[config.mk]
export PLATFORM = sky130hd
export DESIGN_NAME = vehicle_demand_detector
export DESIGN_NICKNAME = d
export VERILOG_FILES = /design/src/rtl/traffic_pkg.sv /design/src/rtl/approach_demand.sv /design/src/rtl/vehicle_demand_detector.sv
export SDC_FILE = /design/constraint.sdc
export NUM_CORES = 1
export LEC_CHECK = 0
export CORE_MARGIN = 2
export CORE_UTILIZATION = 35
export CTS_BUF_LIST = sky130_fd_sc_hd__clkbuf_8
export CTS_CLUSTER_DIAMETER = 30
export CTS_CLUSTER_SIZE = 20
export DETAILED_ROUTE_END_ITERATION = 6
export SLEW_MARGIN = 0
export SYNTH_ARGS = -nofsm -noshare
export SYNTH_HDL_FRONTEND = slang
export SYNTH_SLANG_ARGS = --single-unit
[constraint.sdc]
create_clock -name i_clk -period 2.2 [get_ports i_clk]
set_input_delay 0.33 -clock i_clk [delete_from_list [all_inputs] [get_ports i_clk]]
set_output_delay 0.33 -clock i_clk [all_outputs]
set_load 0.05 [all_outputs]
[src/rtl/traffic_pkg.sv]
// -----------------------------------------------------------------------------
// traffic_pkg
//   Shared definitions for the traffic-light front end and controller benches.
//   - demand_state_e : per-approach demand FSM encoding
//   - DEBOUNCE_CYCLES_DEF / WAIT_W_DEF : default parameter values
// -----------------------------------------------------------------------------
package traffic_pkg;

  typedef enum logic [1:0] {
    ST_IDLE   = 2'd0,
    ST_DEMAND = 2'd1,
    ST_SERVED = 2'd2
  } demand_state_e;

  localparam int DEBOUNCE_CYCLES_DEF = 4;
  localparam int WAIT_W_DEF          = 8;

endpackage : traffic_pkg

[src/rtl/approach_demand.sv]
// -----------------------------------------------------------------------------
// approach_demand
//   One traffic approach: synchronises and debounces a raw loop sensor,
//   latches the vehicle demand until the controller shows green, and counts
//   how long a latched demand has waited (saturating).
// Ports
//   i_clk     in   1       system clock, rising edge
//   i_rst_n   in   1       synchronous reset, active low
//   i_loop    in   1       raw loop sensor (asynchronous, may bounce)
//   i_green   in   1       green indication fed back from the controller
//   o_detect  out  1       demand to the controller
//   o_wait    out  WAIT_W  cycles spent in DEMAND, saturating; 0 otherwise
// -----------------------------------------------------------------------------
module approach_demand
  import traffic_pkg::*;
#(
  parameter int DEBOUNCE_CYCLES = DEBOUNCE_CYCLES_DEF,
  parameter int WAIT_W          = WAIT_W_DEF
) (
  input  logic              i_clk,
  input  logic              i_rst_n,
  input  logic              i_loop,
  input  logic              i_green,
  output logic              o_detect,
  output logic [WAIT_W-1:0] o_wait
);

  // Counter must reach DEBOUNCE_CYCLES-1; one spare value keeps width >= 1.
  localparam int                CNT_W   = $clog2(DEBOUNCE_CYCLES + 1);
  localparam logic [CNT_W-1:0]  CNT_MAX = CNT_W'(DEBOUNCE_CYCLES - 1);

  logic [1:0]        sync_q,  sync_d;
  logic              deb_q,   deb_d;
  logic [CNT_W-1:0]  cnt_q,   cnt_d;
  demand_state_e     state_q, state_d;
  logic [WAIT_W-1:0] wait_q,  wait_d;

  logic              loop_s;

  // Second stage of the synchroniser is the only safe view of the sensor.
  assign loop_s = sync_q[1];

  // ---------------------------------------------------------------------------
  // Next-state logic
  // ---------------------------------------------------------------------------
  always_comb begin
    // NOTE: every combinational output gets a default first so no path
    // leaves it unassigned, which would otherwise infer a latch.
    sync_d  = {sync_q[0], i_loop};
    deb_d   = deb_q;
    cnt_d   = '0;
    state_d = state_q;
    wait_d  = '0;

    // Debounce: the level only flips after DEBOUNCE_CYCLES consecutive
    // cycles of disagreement; any agreement restarts the count.
    if (loop_s != deb_q) begin
      if (cnt_q == CNT_MAX) begin
        deb_d = ~deb_q;
      end else begin
        cnt_d = cnt_q + 1'b1;
      end
    end

    // Demand FSM works on the registered debounced level.
    unique case (state_q)
      ST_IDLE: begin
        if (deb_q) begin
          state_d = i_green ? ST_SERVED : ST_DEMAND;
        end
      end
      ST_DEMAND: begin
        // Vehicle leaving the loop does not cancel a latched demand.
        if (i_green) begin
          state_d = ST_SERVED;
        end
      end
      ST_SERVED: begin
        if (!i_green) begin
          state_d = deb_q ? ST_DEMAND : ST_IDLE;
        end
      end
      default: state_d = ST_IDLE;
    endcase

    // Wait counter: zero on entry to DEMAND and whenever outside DEMAND,
    // counting only while staying in DEMAND, sticking at all-ones.
    if ((state_q == ST_DEMAND) && (state_d == ST_DEMAND)) begin
      wait_d = (wait_q == '1) ? wait_q : wait_q + 1'b1;
    end
  end

  // ---------------------------------------------------------------------------
  // State registers
  // ---------------------------------------------------------------------------
  always_ff @(posedge i_clk) begin
    // NOTE: sequential state uses non-blocking assignments so every flop
    // samples the pre-edge values regardless of statement order.
    if (!i_rst_n) begin
      sync_q  <= '0;
      deb_q   <= 1'b0;
      cnt_q   <= '0;
      state_q <= ST_IDLE;
      wait_q  <= '0;
    end else begin
      sync_q  <= sync_d;
      deb_q   <= deb_d;
      cnt_q   <= cnt_d;
      state_q <= state_d;
      wait_q  <= wait_d;
    end
  end

  // Outputs decode flops only, so they cannot glitch on input changes.
  assign o_detect = (state_q == ST_DEMAND) | ((state_q == ST_SERVED) & deb_q);
  assign o_wait   = wait_q;

endmodule : approach_demand

[src/rtl/vehicle_demand_detector.sv]
// -----------------------------------------------------------------------------
// vehicle_demand_detector
//   Front end feeding NS_vehicle_detect / EW_vehicle_detect to the traffic
//   light controller. Two independent approach_demand channels; no
//   cross-checking between approaches.
// Ports
//   i_clk              in   1       system clock, rising edge
//   i_rst_n            in   1       synchronous reset, active low
//   i_NS_loop          in   1       raw NS loop sensor
//   i_EW_loop          in   1       raw EW loop sensor
//   i_NS_green         in   1       NS green from the controller
//   i_EW_green         in   1       EW green from the controller
//   NS_vehicle_detect  out  1       NS demand
//   EW_vehicle_detect  out  1       EW demand
//   o_NS_wait          out  WAIT_W  NS unserved wait, saturating
//   o_EW_wait          out  WAIT_W  EW unserved wait, saturating
// -----------------------------------------------------------------------------
module vehicle_demand_detector
  import traffic_pkg::*;
#(
  parameter int DEBOUNCE_CYCLES = DEBOUNCE_CYCLES_DEF,
  parameter int WAIT_W          = WAIT_W_DEF
) (
  input  logic              i_clk,
  input  logic              i_rst_n,
  input  logic              i_NS_loop,
  input  logic              i_EW_loop,
  input  logic              i_NS_green,
  input  logic              i_EW_green,
  output logic              NS_vehicle_detect,
  output logic              EW_vehicle_detect,
  output logic [WAIT_W-1:0] o_NS_wait,
  output logic [WAIT_W-1:0] o_EW_wait
);

  approach_demand #(
    .DEBOUNCE_CYCLES (DEBOUNCE_CYCLES),
    .WAIT_W          (WAIT_W)
  ) u_ns (
    .i_clk    (i_clk),
    .i_rst_n  (i_rst_n),
    .i_loop   (i_NS_loop),
    .i_green  (i_NS_green),
    .o_detect (NS_vehicle_detect),
    .o_wait   (o_NS_wait)
  );

  approach_demand #(
    .DEBOUNCE_CYCLES (DEBOUNCE_CYCLES),
    .WAIT_W          (WAIT_W)
  ) u_ew (
    .i_clk    (i_clk),
    .i_rst_n  (i_rst_n),
    .i_loop   (i_EW_loop),
    .i_green  (i_EW_green),
    .o_detect (EW_vehicle_detect),
    .o_wait   (o_EW_wait)
  );

endmodule : vehicle_demand_detector

==> metrics, run 1 <==
R2R Setup Slk=600 ps; post-route cell area=0.001775 mm²; Layout area overhead=24.80%; antenna cells=0; Die H=67.76 µm; Fin Clk Skew=3.563 ps; Max Buffers Root-to-Sink=2; Post-DP HPWL=2016 µm; 1st-pass router iterations=4; latest clock arrival within the worst-skew pair=280 ps; Max stage delay on crit path=820 ps; final WL=2769 µm; register bit total from synthesis=32; CTS clock-pin slew for the worst setup and hold paths=60 ps; vias in the first global route=1,121; most frequent cells in the layout=dfxtp_1 (32), clkdlybuf4s50_1 (23), nor3_1 (14); setup TNS=0 ps; Lkg Pwr=0.6313 nW; Nets=192; RD Place Congestion=0.8853; total die area=0.004591 mm²; Slew @ Worst Pin=500.3 ps; Starting Density=36.08%; Final Cycle Share=94.73%; CP max stage cell=clkdlybuf4s50_1; Required @ worst endpoint=1870 ps; hold buffer count at CTS=0; Core Footprint=0.003943 mm²; global-route wire length before repair=4912 µm; htree depth=2; status=complete, no violations; critical path cell sequence=mux2i_1 -> clkdlybuf4s50_1; Resize count post-CTS=0; WL/cell=12.04 µm; Synth Instances=154; leading cell type in the layout, fill and taps excluded=dfxtp_1; Post-Place Cell Area=0.001698 mm²; largest net degree at the start of global routing=10; placed cell count=223; Hold Violations, Final=0; Slew HR=66.55%; MaxCap Viol Count=0; # IOs=24; Fmax=479.8 MHz; worst hold-check path type=flip-flop to flip-flop; final cell count without fillers=230; Top delay family on crit path=buffers and inverters; Final setup viols=0; fin crit period=2084 ps; RSZ-0062 raised after global routing=false; Power Density=572.3 mW/mm²; Syn Nets=166; Worst EP arrival=1750 ps; CTS Root Cell=clkbuf_8; syn avg cell area=9.238 µm²; CP bufs+invs=1; DRT iter0 DRCs=72; post-DR vias/cell=5.213; Site Rows=23; chip width=67.76 µm; TritonCTS Buffers=5; Slew Limit Fails=0; crit-path max FO=6; peak supply drop=0.0003570 V; fraction of layout cells with a size suffix above 1=7.778%; antenna viol nets, final=0; initial antenna violation count=0; Post CTS Setup Buffer Count=0; distinct cell type count after synthesis=41; drc violations=0; CTS sink count=32; via count=1,199; Port Buffers=23; gr usage total=14.26%; fillers=382; global route overflow=0; CTS tree=built; Startpoint Class=flip-flop; sequential-to-total area share from yosys stat=45.03%; WS Path Type=flip-flop to output pin; Critical Path End Type=output pin; mapped cell area=0.001423 mm²; synth warn=0
==> flip-flops by register name, summed over array words and instances, names as in the netlist <==
register,flops
u_ew.deb_q,1
u_ns.sync_q,2
u_ew.o_wait,8
u_ns.state_q,2
u_ns.o_wait,8
u_ew.state_q,2
u_ew.sync_q,2
u_ns.deb_q,1
u_ew.cnt_q,3
u_ns.cnt_q,3
==> through the flow <==
stage | power [W] | setup slack [ps] | hold WS, ps | util, %
floorplan | 0.0006079 | 359.3 | 399.2 | -
global placement | 0.0006205 | 467.2 | 406.8 | 43.07
detailed placement | 0.0006216 | 414.8 | 422.3 | 43.07
CTS | 0.001033 | 86.14 | 432.5 | 45.03
global route | 0.001068 | 10.54 | 455.0 | 45.03
finish | 0.001016 | 115.8 | 432.6 | 45.03
==> Yosys cell counts <==
library cell  instances  share of area [%]
a2111o_1              1               0.79
a211oi_1              5                2.6
a21bo_2               1               0.70
a21boi_0              2                1.1
a21oi_1               5                1.8
a31oi_1               5                2.2
a41oi_1               2                1.2
and2_1                5                2.2
and3_1                2               0.88
and3_2                1               0.53
and4_1                1               0.62
and4bb_2              1               0.88
buf_2                 1               0.35
buf_4                 1               0.53
buf_6                 1               0.79
clkbuf_1              3               0.79
clkbuf_2              1               0.35
dfxtp_1              32                 45
ha_1                  6                5.3
inv_1                 7                1.8
mux2_2                1               0.79
mux2i_1               5                3.5
nand2_1              10                2.6
nand2b_1              1               0.44
nand3_1               5                1.8
nand3b_1              2                1.1
nand4_1               3                1.3
nand4_2               1               0.88
nand4bb_1             2                1.6
nor2_1               12                3.2
nor2b_1               2               0.88
nor3_1               14                4.9
nor3b_1               2                1.1
nor4_1                1               0.44
nor4b_1               1               0.62
o21a_1                1               0.53
o21ai_0               3                1.1
o21bai_1              1               0.53
o311a_1               1               0.70
or3_1                 1               0.44
xor2_1                2                1.2
==> kinds of logic after synthesis <==
kind of cell	share of synthesized area (%)
simple gates	26.30
fa+ha+maj	5.277
compound gates	13.19
flops	45.03
xor+xnor	1.232
buf+inv	4.661
mux	4.310
==> layout make-up <==
cell class                      instances  area, µm²  share of cell area [%]
Tap cell                               50      62.56                   3.524
Timing Repair Buffer                   26      252.7                   14.24
Inverter                                7      26.28                   1.480
Clock buffer                            5      68.82                   3.876
Clock inverter                          2      8.758                  0.4933
Sequential cell                        32      640.6                   36.08
Multi-Input combinational cell        108      715.7                   40.31
==> layer usage <==
layer,up-vias,global-route usage (%),share of wire (%)
li1,605,-,-
met1,553,16.53,46
met2,36,23.41,47
met3,5,5.667,6.4
met4,0,5.612,0.87
met5,-,0,0
==> path summary, 6_finish.rpt <==
path / endpoint / start / cells past startpoint
setup / recovery: NS_vehicle_detect / u_ns.state_q[0] / 2
hold / removal: u_ew.cnt_q[0] / u_ew.cnt_q[0] / 1
setup reg to reg: u_ew.o_wait[5] / u_ew.o_wait[0] / 4
hold reg to reg: u_ew.cnt_q[0] / u_ew.cnt_q[0] / 1
==> power breakdown <==
group	total [W]	internal, W	leakage (nW)	switching (W)
registers	0.000586	0.000584	0.259	0.00000188
clock network	0.000408	0.000210	0.0452	0.000198
logic	0.0000225	0.0000143	0.327	0.00000816
total	0.00102	0.000808	0.631	0.000208
(Power assumes the default switching activity.)
==> inputs of run 2 (changes only) <==
Clock period 2.2 ns to 1.72 ns, I/O delays scaled along.
==> run 2 against run 1 <==
Against the previous run: global-route usage down 0.60 points; via count shrank 1.1%; critical path type is now flip-flop to flip-flop; highest routed layer unchanged; worst setup slack better by 13 ps; sequential share of layout area decreased by 0.63 points; register-to-register slack worse by 470 ps; non-clock buffer count increased by 1; critical path depth is 2 higher; utilization up 0.98 points; clock skew is 2.0 ps higher; cell area grew 2.2%.
==> metrics, run 2 (same netlist as run 1, synthesis figures left out) <==
TritonCTS Buffers=5; drc violations=0; Core Footprint=0.003943 mm²; RR Endpoint=u_ew.o_wait[5]; Resize count post-CTS=0; crit-path max FO=6; post-route cell area=0.001814 mm²; worst hold-check path type=flip-flop to flip-flop; leading cell type in the layout, fill and taps excluded=dfxtp_1; Worst Hold Path EP=u_ns.cnt_q[0]; hold buffer count at CTS=0; latest clock arrival within the worst-skew pair=270 ps; largest net degree at the start of global routing=11; Worst EP arrival=1760 ps; DRT iter0 DRCs=81; fraction of layout cells with a size suffix above 1=20.33%; Required @ worst endpoint=1880 ps; Power Density=850.9 mW/mm²; 1st-pass router iterations=4; Layout area overhead=27.53%; Site Rows=23; worst-case reg-to-reg path depth=4; setup TNS=0 ps; initial antenna violation count=0; vias in the first global route=1,105; CTS clock-pin slew for the worst setup and hold paths=60 ps; htree depth=2; # IOs=24; RSZ-0062 raised after global routing=false; Slew Limit Fails=0; global route overflow=0; status=complete, no violations; total die area=0.004591 mm²; most frequent cells in the layout=dfxtp_1 (30), buf_4 (20), nor3_1 (14); WL/cell=11.81 µm; CTS tree=built; Fmax=628.6 MHz; Slew HR=80.84%; Slew @ Worst Pin=279.4 ps; Startpoint Class=flip-flop; post-DR vias/cell=5.112; Critical Path End Type=flip-flop; Util after Layout=46.02%; Worst Hold Depth=1; gr usage total=13.66%; CTS Root Cell=clkbuf_8; Port Buffers=23; antenna cells=0; Lkg Pwr=0.6984 nW; Worst Min Path Start=u_ns.cnt_q[0]; Final Cycle Share=92.49%; Starting Density=36.08%; Post-Place Cell Area=0.001688 mm²; final WL=2740 µm; CTS sink count=32; antenna viol nets, final=0; Nets=193; peak supply drop=0.0005284 V; via count=1,186; Fin Clk Skew=5.564 ps; R2R Setup Slk=130 ps; r2r startpoint=u_ew.o_wait[0]; Post-DP HPWL=2029 µm; Final setup viols=0; fin crit period=1591 ps; WS Path Type=flip-flop to flip-flop; Hold Violations, Final=0; Post CTS Setup Buffer Count=0; Die H=67.76 µm; chip width=67.76 µm; RD Place Congestion=0.8083; worst hold slack=422.4 ps; Max Buffers Root-to-Sink=2; global-route wire length before repair=4747 µm; MaxCap Viol Count=0
run 2: cell count changes in the layout (fill, tap and decap cells not counted):
cell             previous run  this run
dfxtp_1                    32        30
bufinv_16                   0         1
clkdlybuf4s50_1            23         5
dfxtp_2                     0         2
clkbuf_8                    5         7
clkinv_2                    1         0
buf_4                       3        20
inv_1                       8         7
buf_12                      0         2
run 2: stage by stage:
stage | setup slack, ps | instances | total power [W]
after global routing | 62.66 | 232 | 0.001604
after CTS | 127.5 | 232 | 0.001571
after global placement | 170.2 | 224 | 0.0007934
after detailed placement | 143.8 | 224 | 0.0007949
after floorplan | 29.98 | 154 | 0.0007775
final | 129.2 | 232 | 0.001544
run 2: cell type report:
cell class / instances / area (µm²)
well taps: 50 / 62.56
multi-input cells: 108 / 715.7
flip-flops and latches: 32 / 643.1
inverters: 7 / 26.28
clock inverters: 1 / 30.03
clock buffers: 7 / 96.34
fillers: 368 / 2128
repair buffers: 27 / 240.2
run 2: critical path, stage by stage (launching register included):
cell	delay, ps
dfxtp_2	350
ha_1	260
and3_2	280
a211oi_1	240
mux2_2	360
run 2: worst max path at each step:
stage	startpoint	to	slack, ps	cells past startpoint
5_1_grt	u_ew.o_wait[0]	u_ew.o_wait[5]	60	4
2_1_floorplan	u_ew.o_wait[0]	u_ew.o_wait[5]	30	5
3_5_place_dp	u_ew.o_wait[0]	u_ew.o_wait[5]	140	4
4_1_cts	u_ew.o_wait[0]	u_ew.o_wait[5]	130	4
3_3_place_gp	i_rst_n	u_ew.o_wait[4]	170	5
6_report	u_ew.o_wait[0]	u_ew.o_wait[5]	130	4
run 2: metal layers:
metal  global-route usage [%]  part of all wire (%)  vias to the layer above
met5                        0                     0                        -
met1                    16.41                    46                      540
met4                    6.122                  0.91                        0
met2                    22.67                    48                       29
met3                    3.667                   5.3                        4
li1                         -                     -                      613
run 2: power by group:
group | internal (W) | switching [W]
registers | 0.000747 | 0.00000235
clock network | 0.000511 | 0.000255
logic | 0.0000183 | 0.0000107
total | 0.00128 | 0.000268
==> inputs of run 3 (changes only) <==
Settings changed: RECOVER_POWER set to 25.
==> run 3 against run 2 <==
Against the previous run: flip-flop and latch count stayed put; count of clock-buffer cells in the layout stayed put; wire length stayed put; via count stayed put; cell area is 0.83% lower; critical path depth stayed put; register-to-register slack hardly changed; worst hold slack stayed put; clock power hardly changed; first-iteration DRC count stayed put; global-route usage stayed put.
==> metrics, run 3 (same netlist as run 1, synthesis figures left out) <==
Reg area=643.1 µm²; initial antenna violation count=0; Util after Layout=45.64%; Starting Density=36.08%; Slew Limit Fails=0; setup TNS=0 ps; Final setup viols=0; Worst Min Path Start=u_ns.cnt_q[0]; Nets=193; Max stage delay on crit path=360 ps; most frequent cells in the layout=dfxtp_1 (30), buf_4 (16), nor3_1 (14); crit-path max FO=6; leading cell type in the layout, fill and taps excluded=dfxtp_1; total die area=0.004591 mm²; fraction of layout cells with a size suffix above 1=18.13%; Hold Violations, Final=0; CP max stage cell=mux2_2; gr usage total=13.66%; Slew HR=60.67%; Final Cycle Share=92.46%; 1st-pass router iterations=4; Resize count post-CTS=0; TritonCTS Buffers=5; crit path launch=u_ew.o_wait[0]; CTS sink count=32; Core Footprint=0.003943 mm²; peak supply drop=0.0005165 V; CP bufs+invs=0; fin crit period=1590 ps; largest net degree at the start of global routing=11; hold buffer count at CTS=0; CTS clock-pin slew for the worst setup and hold paths=60 ps; M2 GR Usage=22.67%; critical path cell sequence=ha_1 -> and3_2 -> a211oi_1 -> mux2_2; final cell count without fillers=232; Top delay family on crit path=multiplexers; r2r startpoint=u_ew.o_wait[0]; Startpoint Class=flip-flop; GR met1 Demand/Resource=16.41%; global-route wire length before repair=4747 µm; Post-DP HPWL=2029 µm; Layout area overhead=26.47%; drc violations=0; Die H=67.76 µm; Post-Place Cell Area=0.001688 mm²; CTS tree=built; Fmax=628.8 MHz; Slew @ Worst Pin=592.4 ps; CTS Root Cell=clkbuf_8; antenna viol nets, final=0; WS Path Type=flip-flop to flip-flop; Max Buffers Root-to-Sink=2; WL/cell=11.81 µm; antenna cells=0; Critical Path End Type=flip-flop; RD Place Congestion=0.8083; global route overflow=0; area occupied by multi-input gates=715.7 µm²; htree depth=2; status=complete, no violations; DRT iter0 DRCs=81; Top Usage Layer GRT=met2; post-DR vias/cell=5.112; Site Rows=23; Required @ worst endpoint=1880 ps; Fin Clk Skew=5.564 ps; fillers=374; Post CTS Setup Buffer Count=0; Lkg Pwr=0.6813 nW; vias in the first global route=1,105; Worst EP arrival=1750 ps; GRT met3 Usage=3.667%; MaxCap Viol Count=0; total power=0.001542 W; final WL=2740 µm; # IOs=24; RSZ-0062 raised after global routing=false; placed cell count=224; via count=1,186; chip width=67.76 µm; Power Density=857.1 mW/mm²; latest clock arrival within the worst-skew pair=270 ps; worst hold-check path type=flip-flop to flip-flop; Port Buffers=23; post-route cell area=0.001799 mm²
==> run 3: cell types whose count changed in the layout (fill, tap and decap cells not counted) <==
cell             before  now
clkdlybuf4s50_1       5    4
clkbuf_1              0    4
buf_4                20   16
and2_0                0    1
dlygate4sd3_1         0    1
and2_1                5    4
==> run 3: path summary, 6_finish.rpt <==
path,endpoint,slack (ps),cells past startpoint
setup reg to reg,u_ew.o_wait[5],130,4
hold reg to reg,u_ns.cnt_q[0],420,1
setup / recovery,u_ew.o_wait[5],130,4
hold / removal,u_ns.cnt_q[0],420,1
==> run 3: where the power goes <==
group	internal [W]	total (W)	switching [W]
clock network	0.000511	0.000765	0.000255
registers	0.000747	0.000749	0.00000236
logic	0.0000168	0.0000275	0.0000107
==> run 3: per-stage QoR <==
step | hold WS (ps) | worst slack, ps
finish | 422.4 | 129.7
global route | 467.2 | 62.98
CTS | 427.6 | 127.5
detailed placement | 412.4 | 143.8
global placement | 405.8 | 170.2
floorplan | 334.1 | 29.98
==> run 3: layer usage <==
| metal | vias to the layer above | part of all wire (%) |
|---|---|---|
| met4 | 0 | 0.91 |
| li1 | 613 | - |
| met1 | 540 | 46 |
| met2 | 29 | 48 |
| met5 | - | 0 |
| met3 | 4 | 5.4 |
==> run 3: layout make-up <==
| class | instances | area share (%) |
|---|---|---|
| inverter | 7 | 1.460 |
| sequential | 32 | 35.74 |
| clock buffer | 7 | 5.355 |
| clock inverter | 1 | 1.669 |
| tap | 50 | 3.477 |
| timing repair buffer | 27 | 12.52 |
| multi-input combinational | 108 | 39.78 |
